<file path="config.mk">
export PLATFORM = sky130hd
export DESIGN_NAME = wb_arbiter
export DESIGN_NICKNAME = d
export VERILOG_FILES = /design/src/rtl/wb_arbiter.sv
export SDC_FILE = /design/constraint.sdc
export NUM_CORES = 1
export LEC_CHECK = 0
export BUFFER_PORTS_ARGS = -buffer_cell sky130_fd_sc_hd__buf_2
export CAP_MARGIN = 0
export CORE_ASPECT_RATIO = 0.7
export CORE_MARGIN = 5
export CORE_UTILIZATION = 56
export CTS_CLUSTER_SIZE = 25
export DETAILED_ROUTE_END_ITERATION = 8
export HOLD_SLACK_MARGIN = 0.06
export PLACE_DENSITY = 0.79
export SYNTH_ARGS = -nofsm -noshare
export SYNTH_HDL_FRONTEND = slang
export SYNTH_SLANG_ARGS = --single-unit
</file>
<file path="constraint.sdc">
create_clock -name clk -period 3.7 [get_ports clk]
set_input_delay 0.185 -clock clk [delete_from_list [all_inputs] [get_ports clk]]
set_output_delay 0.185 -clock clk [all_outputs]
set_load 0.03 [all_outputs]
</file>
<file path="src/rtl/wb_arbiter.sv">
// wb_arbiter: register-file writeback arbiter.
//
// Merges single-cycle pipeline (ALU) writebacks with buffered results from a
// multi-cycle unit (MDU). The ALU always wins the write port. MDU results wait
// in a DEPTH-entry FIFO and drain in cycles where the ALU does not write.
//
// Ports:
//   clk, rst       clock; synchronous active-high reset
//   alu_wen_i      pipeline writeback request (no backpressure)
//   alu_waddr_i    pipeline destination register (5 bits)
//   alu_wdata_i    pipeline result (64 bits)
//   mdu_valid_i    MDU result valid
//   mdu_ready_o    FIFO can accept an MDU result
//   mdu_waddr_i    MDU destination register (5 bits)
//   mdu_wdata_i    MDU result (64 bits)
//   reg_wen_o      register file write enable (registered)
//   reg_waddr_o    register file write address (registered)
//   reg_wdata_o    register file write data (registered)
//   busy_o         per-register pending-write scoreboard for decode
//   alu_stall_o    asks the pipeline to hold off ALU writes so the FIFO drains
module wb_arbiter #(
  parameter int DEPTH        = 4,
  parameter int STARVE_LIMIT = 8
) (
  input  logic        clk,
  input  logic        rst,
  input  logic        alu_wen_i,
  input  logic [4:0]  alu_waddr_i,
  input  logic [63:0] alu_wdata_i,
  input  logic        mdu_valid_i,
  output logic        mdu_ready_o,
  input  logic [4:0]  mdu_waddr_i,
  input  logic [63:0] mdu_wdata_i,
  output logic        reg_wen_o,
  output logic [4:0]  reg_waddr_o,
  output logic [63:0] reg_wdata_o,
  output logic [31:0] busy_o,
  output logic        alu_stall_o
);

  localparam int PW = $clog2(DEPTH);
  localparam int CW = $clog2(DEPTH) + 1;
  localparam int SW = $clog2(STARVE_LIMIT + 1);

  localparam logic [PW-1:0] PTR_ONE   = PW'(1);
  localparam logic [CW-1:0] CNT_ONE   = CW'(1);
  localparam logic [CW-1:0] CNT_FULL  = CW'(DEPTH);
  localparam logic [SW-1:0] STV_ONE   = SW'(1);
  localparam logic [SW-1:0] STV_LIMIT = SW'(STARVE_LIMIT);

  // FIFO storage; a slot's valid bit is set only while it is occupied and
  // not overwritten by a younger ALU write to the same register.
  logic        val_r  [DEPTH];
  logic [4:0]  addr_r [DEPTH];
  logic [63:0] data_r [DEPTH];

  logic [PW-1:0] wr_ptr_r;
  logic [PW-1:0] rd_ptr_r;
  logic [CW-1:0] count_r;
  logic [CW-1:0] count_nxt_s;
  logic [SW-1:0] starve_r;
  logic [31:0]   busy_s;

  logic full_s;
  logic empty_s;
  logic alu_take_s;
  logic push_s;
  logic pop_s;
  logic head_val_s;

  assign full_s      = (count_r == CNT_FULL);
  assign empty_s     = (count_r == {CW{1'b0}});
  // Ready looks at registered occupancy only, so a full FIFO stays not-ready
  // even in a cycle where it pops.
  assign mdu_ready_o = !full_s && !rst;

  assign alu_take_s  = alu_wen_i && (alu_waddr_i != 5'd0);
  // Writes to x0 complete the handshake but are dropped here.
  assign push_s      = mdu_valid_i && mdu_ready_o && (mdu_waddr_i != 5'd0);
  // count_r excludes this cycle's push, so a fresh entry cannot pop yet.
  assign pop_s       = !alu_take_s && !empty_s;
  assign head_val_s  = val_r[rd_ptr_r];

  assign alu_stall_o = (starve_r == STV_LIMIT);

  // Next occupancy from push/pop of this cycle.
  always_comb begin
    count_nxt_s = count_r;
    case ({push_s, pop_s})
      2'b10:   count_nxt_s = count_r + CNT_ONE;
      2'b01:   count_nxt_s = count_r - CNT_ONE;
      default: count_nxt_s = count_r;
    endcase
  end

  // FIFO control state: pointers, occupancy and valid bits (WAW kill, pop, push).
  always_ff @(posedge clk) begin
    if (rst) begin
      wr_ptr_r <= {PW{1'b0}};
      rd_ptr_r <= {PW{1'b0}};
      count_r  <= {CW{1'b0}};
      for (int i = 0; i < DEPTH; i++) begin
        val_r[i] <= 1'b0;
      end
    end else begin
      // Younger ALU write supersedes queued results for the same register.
      // The push below comes later, so an entry pushed this cycle survives.
      for (int i = 0; i < DEPTH; i++) begin
        if (alu_take_s && val_r[i] && (addr_r[i] == alu_waddr_i)) begin
          val_r[i] <= 1'b0;
        end
      end
      if (pop_s) begin
        val_r[rd_ptr_r] <= 1'b0;
        rd_ptr_r        <= rd_ptr_r + PTR_ONE;
      end
      if (push_s) begin
        val_r[wr_ptr_r] <= 1'b1;
        wr_ptr_r        <= wr_ptr_r + PTR_ONE;
      end
      count_r <= count_nxt_s;
    end
  end

  // FIFO payload; only meaningful where the matching valid bit is set.
  always_ff @(posedge clk) begin
    if (push_s) begin
      addr_r[wr_ptr_r] <= mdu_waddr_i;
      data_r[wr_ptr_r] <= mdu_wdata_i;
    end
  end

  // Write-port register: ALU first, then FIFO head, else idle with held address/data.
  always_ff @(posedge clk) begin
    if (rst) begin
      reg_wen_o   <= 1'b0;
      reg_waddr_o <= 5'd0;
      reg_wdata_o <= 64'd0;
    end else if (alu_take_s) begin
      reg_wen_o   <= 1'b1;
      reg_waddr_o <= alu_waddr_i;
      reg_wdata_o <= alu_wdata_i;
    end else if (pop_s) begin
      // A killed head still consumes its slot but produces no write.
      reg_wen_o <= head_val_s;
      if (head_val_s) begin
        reg_waddr_o <= addr_r[rd_ptr_r];
        reg_wdata_o <= data_r[rd_ptr_r];
      end
    end else begin
      reg_wen_o <= 1'b0;
    end
  end

  // Starvation counter: counts ALU-won cycles while MDU results wait.
  always_ff @(posedge clk) begin
    if (rst) begin
      starve_r <= {SW{1'b0}};
    end else if (empty_s || pop_s) begin
      starve_r <= {SW{1'b0}};
    end else if (alu_take_s && (starve_r != STV_LIMIT)) begin
      starve_r <= starve_r + STV_ONE;
    end else begin
      starve_r <= starve_r;
    end
  end

  // Pending-write scoreboard built from the registered valid/address bits.
  always_comb begin
    busy_s = 32'd0;
    for (int i = 0; i < DEPTH; i++) begin
      busy_s = busy_s | ({31'd0, val_r[i]} << addr_r[i]);
    end
  end

  assign busy_o = busy_s & ~32'd1;

endmodule
</file>
==> results of run 1 <==
-- repair_timing --
action	in CTS	in global routing
setup buffers	0	0
hold buffers	138	0
endpoints found under the hold margin	345	0
-- state kept, by name, summed over array words and instances, names as in the netlist, named ones only --
signal,flops
addr_r,20
count_r,3
data_r,256
rd_ptr_r,2
reg_waddr_o,5
reg_wdata_o,64
reg_wen_o,1
starve_r,4
val_r,4
wr_ptr_r,2
-- final cells by class --
type | instances | share of cell area, %
Multi-Input combinational cell | 525 | 23.97
Timing Repair Buffer | 397 | 14.37
Antenna cell | 6 | 0.07837
Clock inverter | 16 | 1.195
Clock buffer | 49 | 5.290
Sequential cell | 363 | 52.39
Inverter | 17 | 0.3331
Tap cell | 364 | 2.377
-- per-stage QoR --
step / hold slack (ns) / cell area (sq um) / utilization (%) / power (mW) / instances
2_1_floorplan: 0.2839 / 15010 / - / 5.740 / 983
3_3_place_gp: 0.3991 / 16520 / 62.13 / 6.109 / 1528
3_5_place_dp: 0.4041 / 16520 / 62.13 / 6.152 / 1528
4_1_cts: 0.09053 / 19140 / 72.00 / 10.06 / 1731
5_1_grt: 0.1093 / 19160 / 72.06 / 10.39 / 1737
6_report: 0.1039 / 19160 / 72.06 / 10.02 / 1737
-- cells in the mapped netlist (all sizes together) (5+ instances only) --
| cell | n |
|---|---|
| o211ai | 5 |
| nand3 | 18 |
| nor2 | 97 |
| inv | 17 |
| nand4 | 7 |
| edfxtp | 276 |
| o32ai | 68 |
| a2bb2oi | 8 |
| o221ai | 23 |
| buf | 35 |
| mux4 | 70 |
| nor3 | 77 |
| nand2 | 20 |
| clkbuf | 43 |
| nor2b | 12 |
| a22oi | 12 |
| and3 | 6 |
| xnor2 | 10 |
| dfxtp | 87 |
| xor2 | 15 |
| a21oi | 9 |
| nand2b | 12 |
| ha | 11 |
-- path summary, 6_finish.rpt --
path	from	endpoint	slack [ns]	cells after the start
worst min-delay path	alu_waddr_i[1]	reg_waddr_o[1]	0.10	3
worst max register to register	count_r[2]	addr_r[1][1]	0.95	4
worst min register to register	starve_r[2]	starve_r[2]	0.51	2
worst max-delay path	count_r[2]	addr_r[1][1]	0.95	4
-- worst register-to-register path: stages, from the launching register on --
cell and delay (ns):
dfxtp_1 0.34, nor3b_1 0.17, a211oi_1 0.74, and3_4 0.81
buf_4 0.38
-- layer usage --
metal | part of all wire [%] | vias up
met5 | 0 | -
met4 | 2.5 | 0
met3 | 9.4 | 88
met2 | 48 | 592
met1 | 41 | 5186
li1 | - | 4652
-- report_power, final --
group | leakage, nW | total (mW) | switching [mW] | internal, mW
sequential | 3.23 | 4.69 | 0.110 | 4.58
clock | 0.609 | 3.82 | 1.52 | 2.29
combinational | 3.00 | 1.52 | 0.859 | 0.659
total | 6.84 | 10.0 | 2.49 | 7.53
-- cells by family after synthesis --
logic type	Yosys count
adder cells (fa/ha/maj)	12
multiplexers	70
other	1
flip-flops	363
AND/OR/NAND/NOR	265
AO/OA/AOI/OAI	152
buffers and inverters	95
XOR/XNOR	25
==> impl_metrics.ini, run 1 <==
[placed_design]
portBuffers = 244
hpwl_um = 23570
gp_congestion = 0.9293
place_ws_ns = 0.9316

[sta]
slew-limit-headroom_pct = 24.30
setup_viol = 0
hold_viol = 0
tns_ns = 0
period_needed_ns = 2.746
skew_ns = 0.02568
fin_crit_sh_pct = 74.22
worst_slack_ns = 0.9540
fmax_mhz = 364.2
tightest_slew_ns = 1.136
rsz0062_at_grt = false
slew_viol_final = 0

[clock_network]
clock_latency_ns = 0.52
tritoncts = yes
htreeDepth = 2
cts_root_buf = clkbuf_16
ctsResizeCount = 0
clkSlewWorstSetupHoldPaths_ns = 0.06
clockBufferDepth = 3
cts_buffers = 36
cts.sinks = 363

[logic_synthesis]
synthAdderAreaFrac_pct = 1.050
async_reset_ff_share_pct = 0
synth-xor-area-share_pct = 1.458
synth_compound_area_share_pct = 8.942
ys.flop_type = edfxtp_1
yosysTopAreaCell = edfxtp_1
syn_nets = 1137
yosys-mux-area-fraction_pct = 10.50
yosysWarningCount = 0
yosys.area_share.simple_pct = 8.401
synth-edff-count = 276
ys_seq_area_share_pct = 66.81
synth_seq_cells = 363
synth_top_area_share_pct = 55.20
netlist_area_sq_um = 15010
synth_area_leaders = edfxtp_1 (55%), dfxtp_1 (12%), mux4_2 (11%)
ys_types = 52
synth_cells = 983
synth_top_family_by_area = multiplexers
synth_area_per_cell_sq_um = 15.27

[setup_path]
required_ns = 3.90
start_kind = register
crit_path_end_kind = register
cp_num_buf_inv = 1
slowest_stage = and3_4
worstPathMaxFanout = 46
critical_path_class = reg -> reg
crit_chain = nor3b_1 > a211oi_1 > and3_4 > buf_4
cp.arrival_ns = 2.94
cpLargestDelayFamily = simple AND/OR/NAND/NOR gates
max_stage_delay_ns = 0.81

[final_layout]
drive_gt1_share_pct = 29.63
fill_cells = 1660
seqCellArea_sq_um = 10040
final_cell_mix = edfxtp_1 (276), buf_2 (244), dlygate4sd3_1 (138), nor2_1 (97), dfxtp_1 (85)
final_common_cell = edfxtp_1
multi_input_area_sq_um = 4592
nets = 1494
area_growth_pct = 27.61

[die]
io_pins = 246
die_y_um = 147.0
die_area_sq_um = 30240
placementRows = 50
initial_core_util_pct = 56.47
core_sq_um = 26590
die_w_um = 205.7

[global_route]
grt_max_degree = 82
grt_pass1_wl_um = 61460
use_met3_pct = 6.046
grt_pass1_vias = 10710
grt_usage_pct = 26.11
overflow = 0
antenna_found_initial = 6
grt_busiest_layer = met2
met2_usage_pct = 41.72
global_route.usage.met1_pct = 36.63

[detailed_routing]
drt-vias-per-instance = 6.055
drt_iter0_drc = 914
postRouteAntennaNets = 0
vias = 10520
drt_pre_antenna_iters = 5
wl_per_cell_um = 22.69
drc = 0
finalWirelength_um = 39420

[run]
drv_cap = 0

[status]
status = complete, no violations

[hold_path]
hold_path.class = in -> reg

[power]
ir_drop_mv = 0.3865
power-per-cell-area_nw_per_um2 = 523.0
p_leak_nw = 6.839
(Power assumes the default switching activity.)
==> run 2: changes to the inputs <==
--- a/config.mk
+++ b/config.mk
@@ -5,15 +5,16 @@
 export SDC_FILE = /design/constraint.sdc
 export NUM_CORES = 1
 export LEC_CHECK = 0
+export ABC_AREA = 1
 export BUFFER_PORTS_ARGS = -buffer_cell sky130_fd_sc_hd__buf_2
 export CAP_MARGIN = 0
 export CORE_ASPECT_RATIO = 0.7
 export CORE_MARGIN = 5
-export CORE_UTILIZATION = 56
+export CORE_UTILIZATION = 52
 export CTS_CLUSTER_SIZE = 25
 export DETAILED_ROUTE_END_ITERATION = 8
 export HOLD_SLACK_MARGIN = 0.06
-export PLACE_DENSITY = 0.79
+export PLACE_DENSITY = 0.76
 export SYNTH_ARGS = -nofsm -noshare
 export SYNTH_HDL_FRONTEND = slang
 export SYNTH_SLANG_ARGS = --single-unit
==> constraint.sdc (replaced) <==
create_clock -name clk -period 2.4 [get_ports clk]
set_input_delay 0.12 -clock clk [delete_from_list [all_inputs] [get_ports clk]]
set_output_delay 0.12 -clock clk [all_outputs]
set_load 0.03 [all_outputs]
==> impl_metrics.ini, run 2 <==
[setup_path]
crit_chain = nor2_1 > a22oi_1 > nand2_1 > buf_2
worstPathMaxFanout = 8
max_stage_delay_ns = 0.64
regToRegEndpoint = reg_wdata_o[23]
crit_path_end_kind = primary output
rrSetupSlack_ns = 0.34
critical_path_class = reg -> out
required_ns = 2.28
cp.arrival_ns = 2.17
r2r_cells = 8
start_kind = register
slowest_stage = nor2_1

[status]
status = complete, no violations

[hold_path]
hold_path.class = in -> reg
hold_depth = 6
worstHoldEndpoint = val_r[3]
min-delay-start = alu_waddr_i[3]

[sta]
worst_slack_ns = 0.1120
tns_ns = 0
setup_viol = 0
period_needed_ns = 2.288
hold_viol = 0
skew_ns = 0.03671
slew-limit-headroom_pct = 48.26
tightest_slew_ns = 0.7761
fin_crit_sh_pct = 95.33
fmax_mhz = 437.1
slew_viol_final = 0
rsz0062_at_grt = false

[logic_synthesis]
synth_compound_area_share_pct = 2.921
synth_top_family_by_area = simple AND/OR/NAND/NOR gates
synth_cells = 2023
yosysTopAreaCell = edfxtp_1
synth_area_leaders = edfxtp_1 (49%), nand2_1 (15%), dfxtp_1 (10%)
ys_types = 32
synth-xor-area-share_pct = 0.5666
synth-edff-count = 276
synth_top_area_share_pct = 48.74
synth_common_cells = nand2_1 (657), nor2_1 (439), edfxtp_1 (276)
yosys.area_share.simple_pct = 29.27
ys_seq_area_share_pct = 58.98
syn_nets = 2177
netlist_area_sq_um = 17010
synth_seq_cells = 363
yosysWarningCount = 0
yosysMostFrequentCell = nand2_1
async_reset_ff_share_pct = 0
yosys-mux-area-fraction_pct = 0
synth_area_per_cell_sq_um = 8.406
synthAdderAreaFrac_pct = 0.9271
ys.flop_type = edfxtp_1

[clock_network]
cts_root_buf = clkbuf_16
clock_latency_ns = 0.53
htreeDepth = 2
tritoncts = yes
clockBufferDepth = 3
cts.sinks = 363
clkSlewWorstSetupHoldPaths_ns = 0.06
cts_buffers = 36

[global_route]
grt_pass1_wl_um = 74310
grt_max_degree = 129
overflow = 0
grt_usage_pct = 25.33
grt_pass1_vias = 14140
antenna_found_initial = 7

[die]
io_pins = 246
die_area_sq_um = 36480
initial_core_util_pct = 52.69
die_y_um = 161.3
placementRows = 55
die_w_um = 226.1
core_sq_um = 32270

[detailed_routing]
drt_iter0_drc = 1281
postRouteAntennaNets = 0
drc = 0
vias = 14700
finalWirelength_um = 47430
wl_per_cell_um = 16.70
drt_pre_antenna_iters = 7
drt-vias-per-instance = 5.176

[final_layout]
fill_cells = 2458
final_common_cell = nand2_1
final_design_area_no_fill_sq_um = 21330
area_growth_pct = 25.45
largest_reg_flops = 256
utilization_pct = 66.10
nets = 2535
largestRegisters = data_r x256, reg_wdata_o x64, addr_r x20
regMostFlops = data_r
final_cell_mix = nand2_1 (657), nor2_1 (435), edfxtp_1 (276), buf_2 (244), inv_1 (171)
stdcell_count = 2840
drive_gt1_share_pct = 14.94

[placed_design]
portBuffers = 244
place_ws_ns = 0.3914
place_area_sq_um = 18680
dp.cells = 2629
gp_congestion = 0.9317
hpwl_um = 29930

[power]
p_leak_nw = 9.495
power-per-cell-area_nw_per_um2 = 890.9
ir_drop_mv = 0.5696

[run]
drv_cap = 0
run 2: cell types whose count changed in the layout (fill, tap and decap cells not counted), moves of 70 or more:
cell     delta
nand2_1   +637
nor2_1    +338
inv_1     +154
nand3_1    +93
nor3_1     -75
mux4_2     -70
run 2: how the worst max path moves through the flow:
stage	cells after the start	start	end	slack [ns]
after floorplan	6	count_r[1]	addr_r[0][0]	0.06
after global placement	13	alu_waddr_i[2]	count_r[2]	0.28
after detailed placement	13	alu_waddr_i[2]	count_r[2]	0.39
after CTS	4	addr_r[3][3]	busy_o[18]	0.02
after global routing	4	addr_r[1][3]	busy_o[6]	0.009
final	4	addr_r[0][3]	busy_o[22]	0.11
run 2: area by class of cell:
cell class / instances / area (sq um) / area share (%)
Clock buffer: 54 / 1094 / 5.126
Timing Repair Buffer: 421 / 3065 / 14.37
Clock inverter: 12 / 125.1 / 0.5865
Tap cell: 427 / 534.3 / 2.504
Sequential cell: 363 / 10030 / 47.04
Antenna cell: 4 / 10.01 / 0.04692
Multi-Input combinational cell: 1373 / 5757 / 26.99
Inverter: 186 / 713.2 / 3.343
run 2: cell families after synthesis:
| logic type | Yosys count |
|---|---|
| adder cells (fa/ha/maj) | 12 |
| other | 1 |
| buffers and inverters | 287 |
| AO/OA/AOI/OAI | 96 |
| flip-flops | 363 |
| XOR/XNOR | 11 |
| AND/OR/NAND/NOR | 1253 |
run 2: stage by stage:
stage | power [mW] | hold slack, ns
global route | 20.07 | 0.2138
global placement | 12.98 | 0.3343
CTS | 19.05 | 0.1701
floorplan | 11.68 | 0.2189
finish | 19.00 | 0.1786
detailed placement | 13.12 | 0.3376
run 2: per-layer routing:
layer	track usage, %	wire length [um]	up-vias	share of wire (%)
met5	0	28	-	0.059
met4	7.816	1134	6	2.4
met3	5.977	4278	111	9.0
met2	40.15	21690	660	46
met1	35.02	20310	6803	43
li1	-	-	7121	-
run 2: power breakdown:
part           switching, mW  leakage [nW]  internal [mW]  total (mW)
logic                   3.87          5.68           1.78        5.66
registers              0.315          3.23           7.30        7.62
clock network           2.34         0.587           3.39        5.73
total                   6.53          9.49           12.5        19.0
run 2: critical path: cells and delay by family (launching register included):
kind	cells	cell delay, ns
flops	1	0.52
simple gates	2	0.73
compound gates	1	0.22
buf+inv	1	0.19
run 2: what timing repair did:
item                                    in CTS  in global routing
resized for setup                            0                  4
endpoints found under the hold margin      348                  0
buffers inserted                             0                  0
endpoints found under the setup margin       0                 11
hold buffers                               141                  0
==> run 3: changes to the inputs <==
--- a/config.mk
+++ b/config.mk
@@ -10,11 +10,12 @@
 export CAP_MARGIN = 0
 export CORE_ASPECT_RATIO = 0.7
 export CORE_MARGIN = 5
-export CORE_UTILIZATION = 52
+export CORE_UTILIZATION = 54
+export CTS_BUF_LIST = sky130_fd_sc_hd__clkbuf_4
 export CTS_CLUSTER_SIZE = 25
 export DETAILED_ROUTE_END_ITERATION = 8
 export HOLD_SLACK_MARGIN = 0.06
-export PLACE_DENSITY = 0.76
+export PLACE_DENSITY = 0.79
 export SYNTH_ARGS = -nofsm -noshare
 export SYNTH_HDL_FRONTEND = slang
 export SYNTH_SLANG_ARGS = --single-unit
==> impl_metrics.ini, run 3 (synthesis gave the netlist of run 2 again) <==
[sta]
hold_viol = 0
period_needed_ns = 2.315
fmax_mhz = 431.9
rsz0062_at_grt = true
skew_ns = 0.04568
fin_crit_sh_pct = 96.47
tightest_slew_ns = 0.7448
slew-limit-headroom_pct = 49.82
setup_viol = 0
slew_viol_final = 0

[final_layout]
largestRegisters = data_r x256, reg_wdata_o x64, addr_r x20
final_cell_mix = nand2_1 (657), nor2_1 (414), edfxtp_1 (276), buf_2 (244), inv_1 (168)
largest_reg_flops = 256
utilization_pct = 69.66
nets = 2618
area_growth_pct = 27.32
final_common_cell = nand2_1
regMostFlops = data_r
drive_gt1_share_pct = 19.91
fill_cells = 2293

[placed_design]
portBuffers = 244
gp_congestion = 0.9354
hpwl_um = 29750

[clock_network]
clockBufferDepth = 3
clkSlewWorstSetupHoldPaths_ns = 0.06
htreeDepth = 3
cts_root_buf = clkbuf_4
cts_buffers = 87
cts.sinks = 363
tritoncts = yes
clock_latency_ns = 0.72

[status]
status = complete, no violations

[detailed_routing]
wl_per_cell_um = 16.49
drc = 0
routed.top_layer = met5
drt-vias-per-instance = 5.195
drt_iter0_drc = 1911
drt_pre_antenna_iters = 7
met3_length_um = 4911
postRouteAntennaNets = 0
wl_met1_um = 20530
finalWirelength_um = 48800
vias = 15370
met2_length_um = 22360

[setup_path]
worstPathMaxFanout = 4
crit_chain = inv_1 > nand3_1 > nor2_1 > nand3_1 > nand4_1 > buf_2
cp_num_buf_inv = 2
cpMostUsedCell = nand3_1
slowest_stage = edfxtp_1
cpLargestDelayFamily = simple AND/OR/NAND/NOR gates
crit_path_end_kind = primary output
critical_path_class = reg -> out
cp.arrival_ns = 2.20
start_kind = register
required_ns = 2.28
max_stage_delay_ns = 0.50

[die]
core_sq_um = 31080
placementRows = 54
die_y_um = 158.5
io_pins = 246
die_area_sq_um = 35200
initial_core_util_pct = 54.71
die_w_um = 222.1

[power]
internal_power_mw = 11.98
p_switching_mw = 6.667
p_seq_share_pct = 40.8
p_leak_nw = 9.770
clkPwrFrac_pct = 28.2
combPwrFrac_pct = 31.0
power-per-cell-area_nw_per_um2 = 861.0
ir_drop_mv = 0.6325
p_total_mw = 18.64
p_sw_share_pct = 35.76

[run]
drv_cap = 0

[global_route]
grt_pass1_vias = 15130
grt_pass1_wl_um = 77580
grt_max_degree = 163
antenna_found_initial = 5
overflow = 0
grt_usage_pct = 27.24

[hold_path]
hold_path.class = in -> reg
## run 3: path summary, 6_finish.rpt
kind / start / end / slack (ns) / depth (start not counted)
setup / recovery: addr_r[2][0] / busy_o[12] / 0.08 / 6
hold / removal: alu_waddr_i[0] / val_r[3] / 0.15 / 8
setup reg to reg: addr_r[1][3] / val_r[1] / 0.20 / 8
hold reg to reg: reg_waddr_o[4] / reg_waddr_o[4] / 0.49 / 2
## run 3: area by class of cell
type                            count  area (sq um)  area share, %
Clock inverter                     16         88.84         0.4103
Antenna cell                        2         5.005        0.02312
Timing Repair Buffer              453          3338          15.42
Clock buffer                      146          1096          5.062
Inverter                          186         718.2          3.317
Multi-Input combinational cell   1373          5844          26.99
Sequential cell                   363         10030          46.35
Tap cell                          420         525.5          2.427
## run 3: worst min-delay path, cell delays in order
cell and delay (ns):
buf_2 0.14, inv_1 0.10, nand2_1 0.06, nand4_1 0.08, nor2_1 0.05, nand3_1 0.13, nand2_1 0.07, nand2_1 0.04
## run 3: power by group through the flow
stage	Combinational, mW	Clock [mW]	Sequential, mW
detailed placement	5.45	0	7.71
finish	5.79	5.26	7.60
CTS	5.69	5.36	7.58
global placement	5.32	0	7.70
floorplan	3.48	0	8.20
global route	6.45	5.71	7.64
## run 3: routing by layer
layer  vias up  track usage [%]
li1       7352                -
met1      7082            36.58
met2       817            44.17
met3       114            7.317
met4         6            8.302
met5         -                0
## run 3: repair_timing
item	in CTS	in global routing
hold buffers	154	0
resized for setup	5	32
endpoints found under the setup margin	8	31
buffers inserted	2	13
endpoints found under the hold margin	357	0
## run 3: stage by stage
stage | instance area (sq um) | setup TNS (ns) | cells | hold WS (ns) | setup WS [ns]
floorplan | 17040 | 0 | 2023 | 0.2189 | 0.05535
detailed placement | 18700 | 0 | 2626 | 0.3396 | 0.3114
global route | 21650 | -0.1160 | 2959 | 0.1212 | -0.03617
finish | 21650 | 0 | 2959 | 0.1504 | 0.08461
global placement | 18700 | 0 | 2626 | 0.3356 | 0.2890
CTS | 21460 | 0 | 2944 | 0.06733 | 0.01830
